===== src/rtl/sram_pkg.sv =====
// Shared types and constants for the asynchronous SRAM controller.
package sram_pkg;

    localparam int unsigned SRAM_ADDR_W     = 19;
    localparam int unsigned SRAM_DATA_W     = 16;
    localparam int unsigned WAIT_CYCLES_DEF = 2;

    typedef enum logic [2:0] {
        S_IDLE  = 3'd0,
        S_RD_LO = 3'd1,
        S_RD_HI = 3'd2,
        S_WR_LO = 3'd3,
        S_WR_HI = 3'd4,
        S_DONE  = 3'd5
    } state_t;

endpackage


===== src/rtl/sram_phase_timer.sv =====
// Per-phase cycle counter: clear, load, free increment and terminal-count compare.
module sram_phase_timer #(
    parameter int unsigned WAIT_CYCLES = 2,
    localparam int unsigned CW         = $clog2(WAIT_CYCLES + 2)
) (
    input  logic          clk,
    input  logic          rst,
    input  logic          i_clr,
    input  logic          i_load,
    input  logic [CW-1:0] i_load_val,
    input  logic [CW-1:0] i_tc_val,
    output logic [CW-1:0] o_cnt,
    output logic          o_tc_c
);

    logic [CW-1:0] r_cnt;

    // Counter register; clear has priority over load.
    always_ff @(posedge clk) begin
        if (rst) begin
            r_cnt <= '0;
        end else if (i_clr) begin
            r_cnt <= '0;
        end else if (i_load) begin
            r_cnt <= i_load_val;
        end else begin
            r_cnt <= r_cnt + CW'(1);
        end
    end

    assign o_cnt  = r_cnt;
    assign o_tc_c = (r_cnt == i_tc_val);

endmodule


===== src/rtl/sram_ctrl.sv =====
// 32-bit request port to 16-bit asynchronous SRAM controller with registered strobes.
module sram_ctrl
    import sram_pkg::*;
#(
    parameter int unsigned WAIT_CYCLES = WAIT_CYCLES_DEF
) (
    input  logic                   clk,
    input  logic                   rst,
    input  logic                   req,
    input  logic                   we,
    input  logic [31:0]            addr,
    input  logic [31:0]            wdata,
    input  logic [3:0]             be,
    output logic                   ready,
    output logic                   done,
    output logic [31:0]            rdata,
    output logic [SRAM_ADDR_W-1:0] sram_addr,
    output logic                   sram_ce_n,
    output logic                   sram_oe_n,
    output logic                   sram_we_n,
    output logic                   sram_ub,
    output logic                   sram_lb,
    output logic [SRAM_DATA_W-1:0] sram_data_o,
    output logic                   sram_data_oe,
    input  logic [SRAM_DATA_W-1:0] sram_data_i
);

    localparam int unsigned CW = $clog2(WAIT_CYCLES + 2);
    localparam logic [CW-1:0] RD_LAST = CW'(WAIT_CYCLES);
    localparam logic [CW-1:0] WR_LAST = CW'(WAIT_CYCLES + 1);

    state_t r_state;
    state_t w_state_nxt;

    logic [17:0]            r_addr;
    logic [31:0]            r_wdata;
    logic [3:0]             r_be;

    logic                   r_ready;
    logic                   r_done;
    logic [31:0]            r_rdata;
    logic [SRAM_ADDR_W-1:0] r_sram_addr;
    logic                   r_ce_n;
    logic                   r_oe_n;
    logic                   r_we_n;
    logic                   r_ub;
    logic                   r_lb;
    logic [SRAM_DATA_W-1:0] r_data_o;
    logic                   r_data_oe;

    logic                   w_accept;
    logic [17:0]            w_addr_src;
    logic [31:0]            w_wdata_src;
    logic [3:0]             w_be_src;
    logic [CW-1:0]          w_cnt;
    logic [CW-1:0]          w_cnt_nxt;
    logic [CW-1:0]          w_tc_val;
    logic                   w_tc;
    logic                   w_clr;
    logic                   w_we_low;

    logic                   w_ready_nxt;
    logic                   w_done_nxt;
    logic [SRAM_ADDR_W-1:0] w_sram_addr_nxt;
    logic                   w_ce_n_nxt;
    logic                   w_oe_n_nxt;
    logic                   w_we_n_nxt;
    logic                   w_ub_nxt;
    logic                   w_lb_nxt;
    logic [SRAM_DATA_W-1:0] w_data_o_nxt;
    logic                   w_data_oe_nxt;

    // Byte-offset and upper address bits are outside the 1 MB SRAM window.
    logic w_unused;
    assign w_unused = ^{addr[31:20], addr[1:0]};

    // On the accept cycle the request fields come straight from the port.
    assign w_accept    = (r_state == S_IDLE) && req;
    assign w_addr_src  = w_accept ? addr[19:2] : r_addr;
    assign w_wdata_src = w_accept ? wdata      : r_wdata;
    assign w_be_src    = w_accept ? be         : r_be;

    assign w_tc_val = ((r_state == S_RD_LO) || (r_state == S_RD_HI)) ? RD_LAST : WR_LAST;

    sram_phase_timer #(
        .WAIT_CYCLES (WAIT_CYCLES)
    ) u_timer (
        .clk        (clk),
        .rst        (rst),
        .i_clr      (w_clr),
        .i_load     (1'b0),
        .i_load_val ('0),
        .i_tc_val   (w_tc_val),
        .o_cnt      (w_cnt),
        .o_tc_c     (w_tc)
    );

    // State register.
    always_ff @(posedge clk) begin
        if (rst) begin
            r_state <= S_IDLE;
        end else begin
            r_state <= w_state_nxt;
        end
    end

    // Next-state decode; a phase ends when the timer reaches its terminal count.
    always_comb begin
        w_state_nxt = r_state;
        case (r_state)
            S_IDLE: begin
                if (req) begin
                    if (!we) begin
                        w_state_nxt = S_RD_LO;
                    end else if (be[1:0] != 2'b00) begin
                        w_state_nxt = S_WR_LO;
                    end else if (be[3:2] != 2'b00) begin
                        w_state_nxt = S_WR_HI;
                    end else begin
                        w_state_nxt = S_DONE;
                    end
                end
            end
            S_RD_LO: if (w_tc) w_state_nxt = S_RD_HI;
            S_RD_HI: if (w_tc) w_state_nxt = S_DONE;
            S_WR_LO: begin
                if (w_tc) w_state_nxt = (r_be[3:2] != 2'b00) ? S_WR_HI : S_DONE;
            end
            S_WR_HI: if (w_tc) w_state_nxt = S_DONE;
            S_DONE:  w_state_nxt = S_IDLE;
            default: w_state_nxt = S_IDLE;
        endcase
    end

    // The counter restarts on every phase entry and rests at zero while idle.
    assign w_clr     = (w_state_nxt != r_state) || (w_state_nxt == S_IDLE);
    assign w_cnt_nxt = w_clr ? '0 : (w_cnt + CW'(1));
    assign w_we_low  = (w_cnt_nxt != '0) && (w_cnt_nxt <= RD_LAST);

    // Output values for the coming cycle; address and data hold when idle.
    always_comb begin
        w_ready_nxt     = (w_state_nxt == S_IDLE);
        w_done_nxt      = 1'b0;
        w_sram_addr_nxt = r_sram_addr;
        w_ce_n_nxt      = 1'b1;
        w_oe_n_nxt      = 1'b1;
        w_we_n_nxt      = 1'b1;
        w_ub_nxt        = 1'b1;
        w_lb_nxt        = 1'b1;
        w_data_o_nxt    = r_data_o;
        w_data_oe_nxt   = 1'b0;
        case (w_state_nxt)
            S_RD_LO, S_RD_HI: begin
                w_sram_addr_nxt = {w_addr_src, (w_state_nxt == S_RD_HI)};
                w_ce_n_nxt      = 1'b0;
                w_oe_n_nxt      = 1'b0;
                w_ub_nxt        = 1'b0;
                w_lb_nxt        = 1'b0;
            end
            S_WR_LO: begin
                w_sram_addr_nxt = {w_addr_src, 1'b0};
                w_ce_n_nxt      = 1'b0;
                w_we_n_nxt      = !w_we_low;
                w_lb_nxt        = !w_be_src[0];
                w_ub_nxt        = !w_be_src[1];
                w_data_o_nxt    = w_wdata_src[15:0];
                w_data_oe_nxt   = 1'b1;
            end
            S_WR_HI: begin
                w_sram_addr_nxt = {w_addr_src, 1'b1};
                w_ce_n_nxt      = 1'b0;
                w_we_n_nxt      = !w_we_low;
                w_lb_nxt        = !w_be_src[2];
                w_ub_nxt        = !w_be_src[3];
                w_data_o_nxt    = w_wdata_src[31:16];
                w_data_oe_nxt   = 1'b1;
            end
            S_DONE:  w_done_nxt = 1'b1;
            default: ;
        endcase
    end

    // Output registers, request capture and read-data assembly.
    always_ff @(posedge clk) begin
        if (rst) begin
            r_addr      <= '0;
            r_wdata     <= '0;
            r_be        <= '0;
            r_ready     <= 1'b1;
            r_done      <= 1'b0;
            r_rdata     <= '0;
            r_sram_addr <= '0;
            r_ce_n      <= 1'b1;
            r_oe_n      <= 1'b1;
            r_we_n      <= 1'b1;
            r_ub        <= 1'b1;
            r_lb        <= 1'b1;
            r_data_o    <= '0;
            r_data_oe   <= 1'b0;
        end else begin
            if (w_accept) begin
                r_addr  <= addr[19:2];
                r_wdata <= wdata;
                r_be    <= be;
            end
            if ((r_state == S_RD_LO) && w_tc) r_rdata[15:0]  <= sram_data_i;
            if ((r_state == S_RD_HI) && w_tc) r_rdata[31:16] <= sram_data_i;
            r_ready     <= w_ready_nxt;
            r_done      <= w_done_nxt;
            r_sram_addr <= w_sram_addr_nxt;
            r_ce_n      <= w_ce_n_nxt;
            r_oe_n      <= w_oe_n_nxt;
            r_we_n      <= w_we_n_nxt;
            r_ub        <= w_ub_nxt;
            r_lb        <= w_lb_nxt;
            r_data_o    <= w_data_o_nxt;
            r_data_oe   <= w_data_oe_nxt;
        end
    end

    assign ready        = r_ready;
    assign done         = r_done;
    assign rdata        = r_rdata;
    assign sram_addr    = r_sram_addr;
    assign sram_ce_n    = r_ce_n;
    assign sram_oe_n    = r_oe_n;
    assign sram_we_n    = r_we_n;
    assign sram_ub      = r_ub;
    assign sram_lb      = r_lb;
    assign sram_data_o  = r_data_o;
    assign sram_data_oe = r_data_oe;

endmodule


===== config.mk =====
export PLATFORM = sky130hd
export DESIGN_NAME = sram_ctrl
export DESIGN_NICKNAME = d
export VERILOG_FILES = /design/src/rtl/sram_pkg.sv /design/src/rtl/sram_phase_timer.sv /design/src/rtl/sram_ctrl.sv
export SDC_FILE = /design/constraint.sdc
export NUM_CORES = 1
export LEC_CHECK = 0
export ABC_CLOCK_PERIOD_IN_PS = 6750
export BUFFER_PORTS_ARGS = -buffer_cell sky130_fd_sc_hd__buf_2
export CORE_AREA = 2 2 147 149
export CTS_BUF_LIST = sky130_fd_sc_hd__clkbuf_4 sky130_fd_sc_hd__clkbuf_8 sky130_fd_sc_hd__clkbuf_16
export CTS_CLUSTER_SIZE = 14
export DETAILED_ROUTE_END_ITERATION = 8
export DIE_AREA = 0 0 149 151
export PLACE_DENSITY = 0.45
export SLEW_MARGIN = 20
export SYNTH_ARGS = -nofsm -noshare
export SYNTH_HDL_FRONTEND = slang
export SYNTH_HIERARCHICAL = 1
export SYNTH_SLANG_ARGS = --single-unit

===== constraint.sdc =====
create_clock -name clk -period 6.75 [get_ports clk]
set_input_delay 1.6875 -clock clk [delete_from_list [all_inputs] [get_ports clk]]
set_output_delay 1.6875 -clock clk [all_outputs]
set_load 0.02 [all_outputs]

; After elaboration in Yosys (flattened, before gate mapping)
; Index checks and enable logic that the tools add are counted.
[totals]
ff_bits = 134
latch_bits = 0
ramBits = 0
romBits = 0
input_bits = 88
out_inout_bits = 75
elab_cells = 77
mem_count = 0
[classes]
n_addsub = 1
multipliers = 0
div_mod_pow = 0
order_cmp = 1
n_eq_ne = 11
n_shift = 0
n_mux = 22
bitwise = 1
n_reduce_logical = 24
[op_table]
columns = op, count
row1 = one-hot mux 19 bit (3 select lines), 1
row2 = 2-to-1 mux 32 bit, 1
row3 = one-hot mux 16 bit (2 select lines), 1
row4 = 2-to-1 mux 18 bit, 1
row5 = 2-to-1 mux 3 bit, 6
row6 = == test 3 x 2 -> 1 bit (second input constant), 4
row7 = one-hot mux 3 bit (4 select lines), 1
row8 = nonzero test 2 bit, 5
row9 = == test 3 bit (second input constant), 3
row10 = OR reduction 2 bit, 4
row11 = 2-to-1 mux 1 bit, 7
row12 = == test 3 x 1 -> 1 bit (second input constant), 2
row13 = zero test 3 bit, 2
row14 = one-hot mux 1 bit (3 select lines), 2
row15 = zero test 1 bit, 5
row16 = logical AND 1 bit, 4
row17 = 2-to-1 mux 4 bit, 1
row18 = OR reduction 4 bit, 1
row19 = inequality test 3 bit, 1
row20 = nonzero test 3 bit, 1
row21 = adder 2 x 1 -> 2 bit (second input constant), 1
row22 = == test 2 bit, 1
row23 = less-or-equal comparator 2 bit (second input constant), 1
row24 = logical OR 1 bit, 2
row25 = 2 further kinds, 2

; Longest topological paths before layout
[depth]
word_depth = 12
ltp_mapped = 13
depth_no_buf = 9

; Cells and area by module
; The synthesis kept the hierarchy.
[by_module_without_submodules]
columns = mod, n_inst, cells_each, area_per_inst_um2, seq_area_each_um2
row1 = sram_ctrl, 1, 663, 5464.0, 2642.5
row2 = sram_phase_timer, 1, 11, 110.1, 40.0

; Worst setup path before layout
; No wires, ideal clock.
[synth_timing]
path_type = input port to flip-flop
from = input port be[0]
to = register r_sram_addr[11] (netlist: sram_addr[11])
setup_time_ns = 0.121
arrival_ns = 3.380
required_ns = 6.629
path_slack_ns = 3.249
path_stages = 6
n_path_buf = 1
path_cell_list = or2_1 -> o31a_1 -> or3_1 -> buf_6 -> xnor2_2 -> mux2_2
[synth_via]
elab_chain_cells = 8
elab_cells_between_ends = 11
cone_classes = eq/ne: 4 / mux: 4 / reduce/logical: 3
[synth_lines]
columns = element, line_no
row1 = from (decl), sram_ctrl.sv:13  ; input logic [3:0] be,
row2 = nonzero test 2 bit *, sram_ctrl.sv:115  ; end else if (be[1:0] != 2'b00) begin
row3 = 2-to-1 mux 3 bit *, sram_ctrl.sv:115
row4 = 2-to-1 mux 3 bit *, sram_ctrl.sv:113  ; if (!we) begin
row5 = 2-to-1 mux 3 bit *, sram_ctrl.sv:112  ; if (req) begin
row6 = one-hot mux 3 bit (4 select lines) *, sram_ctrl.sv:110  ; case (r_state)
row7 = == test 3 x 2 -> 1 bit / == test 3 x 1 -> 1 bit (equally long branches), sram_ctrl.sv:152  ; case (w_state_nxt)
row8 = OR reduction 2 bit, sram_ctrl.sv:152
row9 = nonzero test 3 bit (no line) *, --
row10 = to (signal assigned), sram_ctrl.sv:210  ; r_sram_addr <= w_sram_addr_nxt;
row11 = to (decl), sram_ctrl.sv:42  ; logic [SRAM_ADDR_W-1:0] r_sram_addr;
; Every way passes the cells marked *; elsewhere a longest branch is shown, timed or not.
; A chain may end at the register's enable or synchronous reset.

; Worst setup path after layout
[layout_timing]
from = input port req
to = register r_we_n (netlist: sram_we_n)
[layout_via]
elab_chain_cells = 8
elab_cells_between_ends = 15
cone_classes = order compare: 1 / eq/ne: 3 / mux: 3 / bitwise: 1 / reduce/logical: 7
[layout_lines]
columns = element, line_no
row1 = from (decl), sram_ctrl.sv:9  ; input logic req,
row2 = 2-to-1 mux 3 bit *, sram_ctrl.sv:112
row3 = one-hot mux 3 bit (4 select lines) *, sram_ctrl.sv:110
row4 = inequality test 3 bit / zero test 3 bit (equally long branches), sram_ctrl.sv:136  ; assign w_clr = (w_state_nxt != r_state) || (w_state_nxt == S_IDLE);
row5 = logical OR 1 bit, sram_ctrl.sv:136
row6 = 2-to-1 mux 2 bit, --
row7 = less-or-equal comparator 2 bit / nonzero test 2 bit (equally long branches), sram_ctrl.sv:138  ; assign w_we_low = (w_cnt_nxt != '0) && (w_cnt_nxt <= RD_LAST);
row8 = logical AND 1 bit, sram_ctrl.sv:138
row9 = zero test 1 bit, "sram_ctrl.sv:163, sram_ctrl.sv:172"
row10 = to (signal assigned), sram_ctrl.sv:213  ; r_we_n <= w_we_n_nxt;
row11 = to (decl), sram_ctrl.sv:45  ; logic r_we_n;
; Marked as above.

==> results.ini <==
[outcome]
status = completed

[drt]
ant_nets = 0
vias = 4930
route.detailed.vias_per_inst = 4.54
drt_drc_violations_left = 0
route.detailed.wl_per_inst_um = 14.5
drt_pass1_iterations = 4
postRouteWirelength_mm = 15.8
drt_iter0_markers = 225

[grt]
globalRouteTotalUtil_pct = 14.3
overall_overflow_remaining_after_global_route = 0
grt_pass1_vias = 4549
wire_length_of_the_first_global_routing_pass_mm = 24.8
antenna_found_initial = 4
grt_max_degree = 69

[sta]
clock.fmax_mhz = 269
number_of_max_slew_violations_in_the_final_report = 0
clock-skew-final_ps = 9.02
post-route-min-period_ps = 3720
worst_slew_pin_slew_ps = 836
slew_headroom_pct = 44.2
tns_ps = 0
report.final.setup_viol = 0
final.period_utilization_pct = 55.0
number_of_failing_hold_endpoints_at_the_final_stage = 0
grt_setup_unrepaired = no

[cts]
ctsLongestPathBuffers = 2
clkSinkCount = 134
clk_latency_ps = 420
cts_inserted_buffers = 17
worst_setup_hold_path_clk_slew_ps = 60
post-cts-setup-buffer-count = 0
ctsHoldBuffers = 0
cts_root_buffer = clkbuf_16
h-tree-depth = 4
number_of_gates_resized_after_cts = 0
cts_tree = yes

[layout]
final_nets = 886
layout-drive-gt1-share_pct = 25.2
num-fill-cells = 2238
seq_area_mm2 = 0.00268
layout-area-overhead-vs-synth_pct = 27.7
multiInputGateArea_mm2 = 0.00265

[setup_path]
rr_endpoint = sram_addr[17]
setup.worst_path.start = req
ff_to_ff_path_depth = 10
cp_max_fanout = 55
timing.critical_path.from_type = input port
timing.critical_path.to_type = flip-flop
timing_worst_setup_path_type = input port to flip-flop
timing.critical_path.required_ps = 7040
rr_startpoint = r_state[0]
worst-endpoint-arrival_ps = 4010
ff2ff_setup_slack_ps = 3250

[synthesis]
dominant_combinational_cell_family_by_area_after_synthesis = simple AND/OR/NAND/NOR gates
muxShareOfSynthArea_pct = 10.5
yosys.cell_types.count = 46
post_synth_fa_ha_maj_area_fraction_pct = 0
ys_ff_latch = 134
ys.warnings.count = 6
synth_compound_area_share_pct = 11.6
synth_top_cell_by_area = dfxtp_1
synth_area_mm2 = 0.00557
synth_simple_gate_area_share_pct = 23.6
synth_area_leaders = dfxtp_1 (48%), nand2_1 (10%), mux2i_1 (9.3%)
synth_ff_type = dfxtp_1
synth.yosys.seq_area_share_pct = 48.1
synth_edf_count = 0
avgSynthCellArea_um2 = 8.27
netlist.area_leader.share_pct = 48.1
async_reset_ff_share_pct = 0
synth_cells = 674
post_synth_xor_area_fraction_pct = 0.920

[worst_hold_path]
hp-class = flip-flop to flip-flop
hp-start = rdata[19]
hold_end = rdata[19]
hold_path_stages = 2

[floorplanning]
floorplan.initialDensity_pct = 26.8
floorplan.die_area_mm2 = 0.0225
die_x_um = 149
std_cell_rows = 53
pin_count = 163
die_y_um = 151
floorplan.core_area_mm2 = 0.0208

[placed_design]
place.port_buffers = 148
gp_congestion = 0.707
detailed_place_hpwl_mm = 10.3

[job]
max-cap-violations = 0

[power]
power_density_mw_per_mm2 = 355
cellLeakagePower_uw = 0.00307
p_total_uw = 2530
irDropWorstVdd_v = 0.000177

## area by class of cell
type	count	share of cell area [%]
Inverter	10	0.527
Tap cell	275	4.83
Timing Repair Buffer	154	11.1
Clock inverter	15	2.71
Multi-Input combinational cell	481	37.2
Clock buffer	17	5.98
Antenna cell	1	0.0351
Sequential cell	134	37.7
## sequential cells by signal, summed over array words and instances (netlist names)
register	flops
done	1
r_addr	18
r_be	4
r_state	3
r_wdata	32
rdata	32
ready	1
sram_addr	19
sram_ce_n	1
sram_data_o	16
sram_data_oe	1
sram_lb	1
sram_oe_n	1
sram_ub	1
sram_we_n	1
u_timer/o_cnt	2
## cell families after synthesis
logic type	count (synthesis)
flip-flops	134
AND/OR/NAND/NOR	302
buffers and inverters	63
multiplexers	58
AO/OA/AOI/OAI	110
other	2
XOR/XNOR	5
## worst max-delay path: stages
cell	delay, ps
buf_2	100
nor4b_2	230
buf_4	680
a31o_2	670
a21oi_1	210
or4_1	420
## cell usage after synthesis (all sizes together) (3+ instances only)
cell type and number:
clkbuf 34, mux2 6, buf 19, o221ai 6, or2 5, o22ai 10
inv 10, xnor2 3, a21oi 76, nand2b 4, nor4 4, nor2 77
nor3 14, nand3 18, nor2b 8, mux2i 52, dfxtp 134, or4 13
nand2 150
## metal layers
layer	vias to the layer above	global-route usage [%]	wire length [µm]
li1	2535	-	-
met1	2276	18.2	7420
met2	101	22.8	7350
met3	14	4.70	848
met4	4	5.10	164
met5	-	0	28
## power by group
part	switching (µW)	total, µW	internal (µW)
Clock	384	974	590
Combinational	404	621	217
Sequential	44.1	931	887
Total	832	2530	1690
## per-stage QoR
stage | cell area [µm²] | setup WS (ps) | instances | hold WS (ps) | utilization [%]
3_3_place_gp | 6500 | 2510 | 1054 | 440 | 31.2
6_report | 7120 | 3030 | 1087 | 452 | 34.2
4_1_cts | 7110 | 2950 | 1086 | 453 | 34.2
2_1_floorplan | 5590 | 3250 | 678 | 437 | -
5_1_grt | 7120 | 2830 | 1086 | 472 | 34.2
3_5_place_dp | 6500 | 2490 | 1054 | 444 | 31.2
## cell usage in the layout (no fill, tap or decap), types with 2 or more instances in the layout
cell type / synthesis / final
a211o_1: 2 / 2
a21oi_1: 76 / 76
a31oi_1: 2 / 2
a32oi_1: 2 / 2
buf_2: 12 / 147
buf_4: 0 / 7
bufinv_16: 0 / 3
clkbuf_16: 0 / 17
clkinv_4: 0 / 5
clkinvlp_4: 0 / 2
conb_1: 2 / 6
dfxtp_1: 134 / 134
inv_1: 10 / 10
inv_6: 0 / 5
mux2_2: 6 / 6
mux2i_1: 52 / 52
nand2_1: 150 / 150
nand2b_1: 4 / 4
nand3_1: 18 / 18
nor2_1: 77 / 76
nor2b_1: 8 / 8
nor3_1: 14 / 14
nor3b_1: 2 / 2
nor4_1: 4 / 4
nor4bb_1: 2 / 2
o221ai_1: 6 / 6
o22ai_1: 10 / 10
o41ai_1: 2 / 2
or2_2: 4 / 4
or4_1: 13 / 13
xnor2_1: 2 / 2
xor2_1: 2 / 2
## worst max path at each step
stage and to:
6_report sram_we_n, 5_1_grt sram_we_n, 4_1_cts sram_we_n, 3_5_place_dp sram_we_n, 3_3_place_gp sram_we_n, 2_1_floorplan sram_addr[11]
No activity file was read; power rests on OpenSTA's default activity.
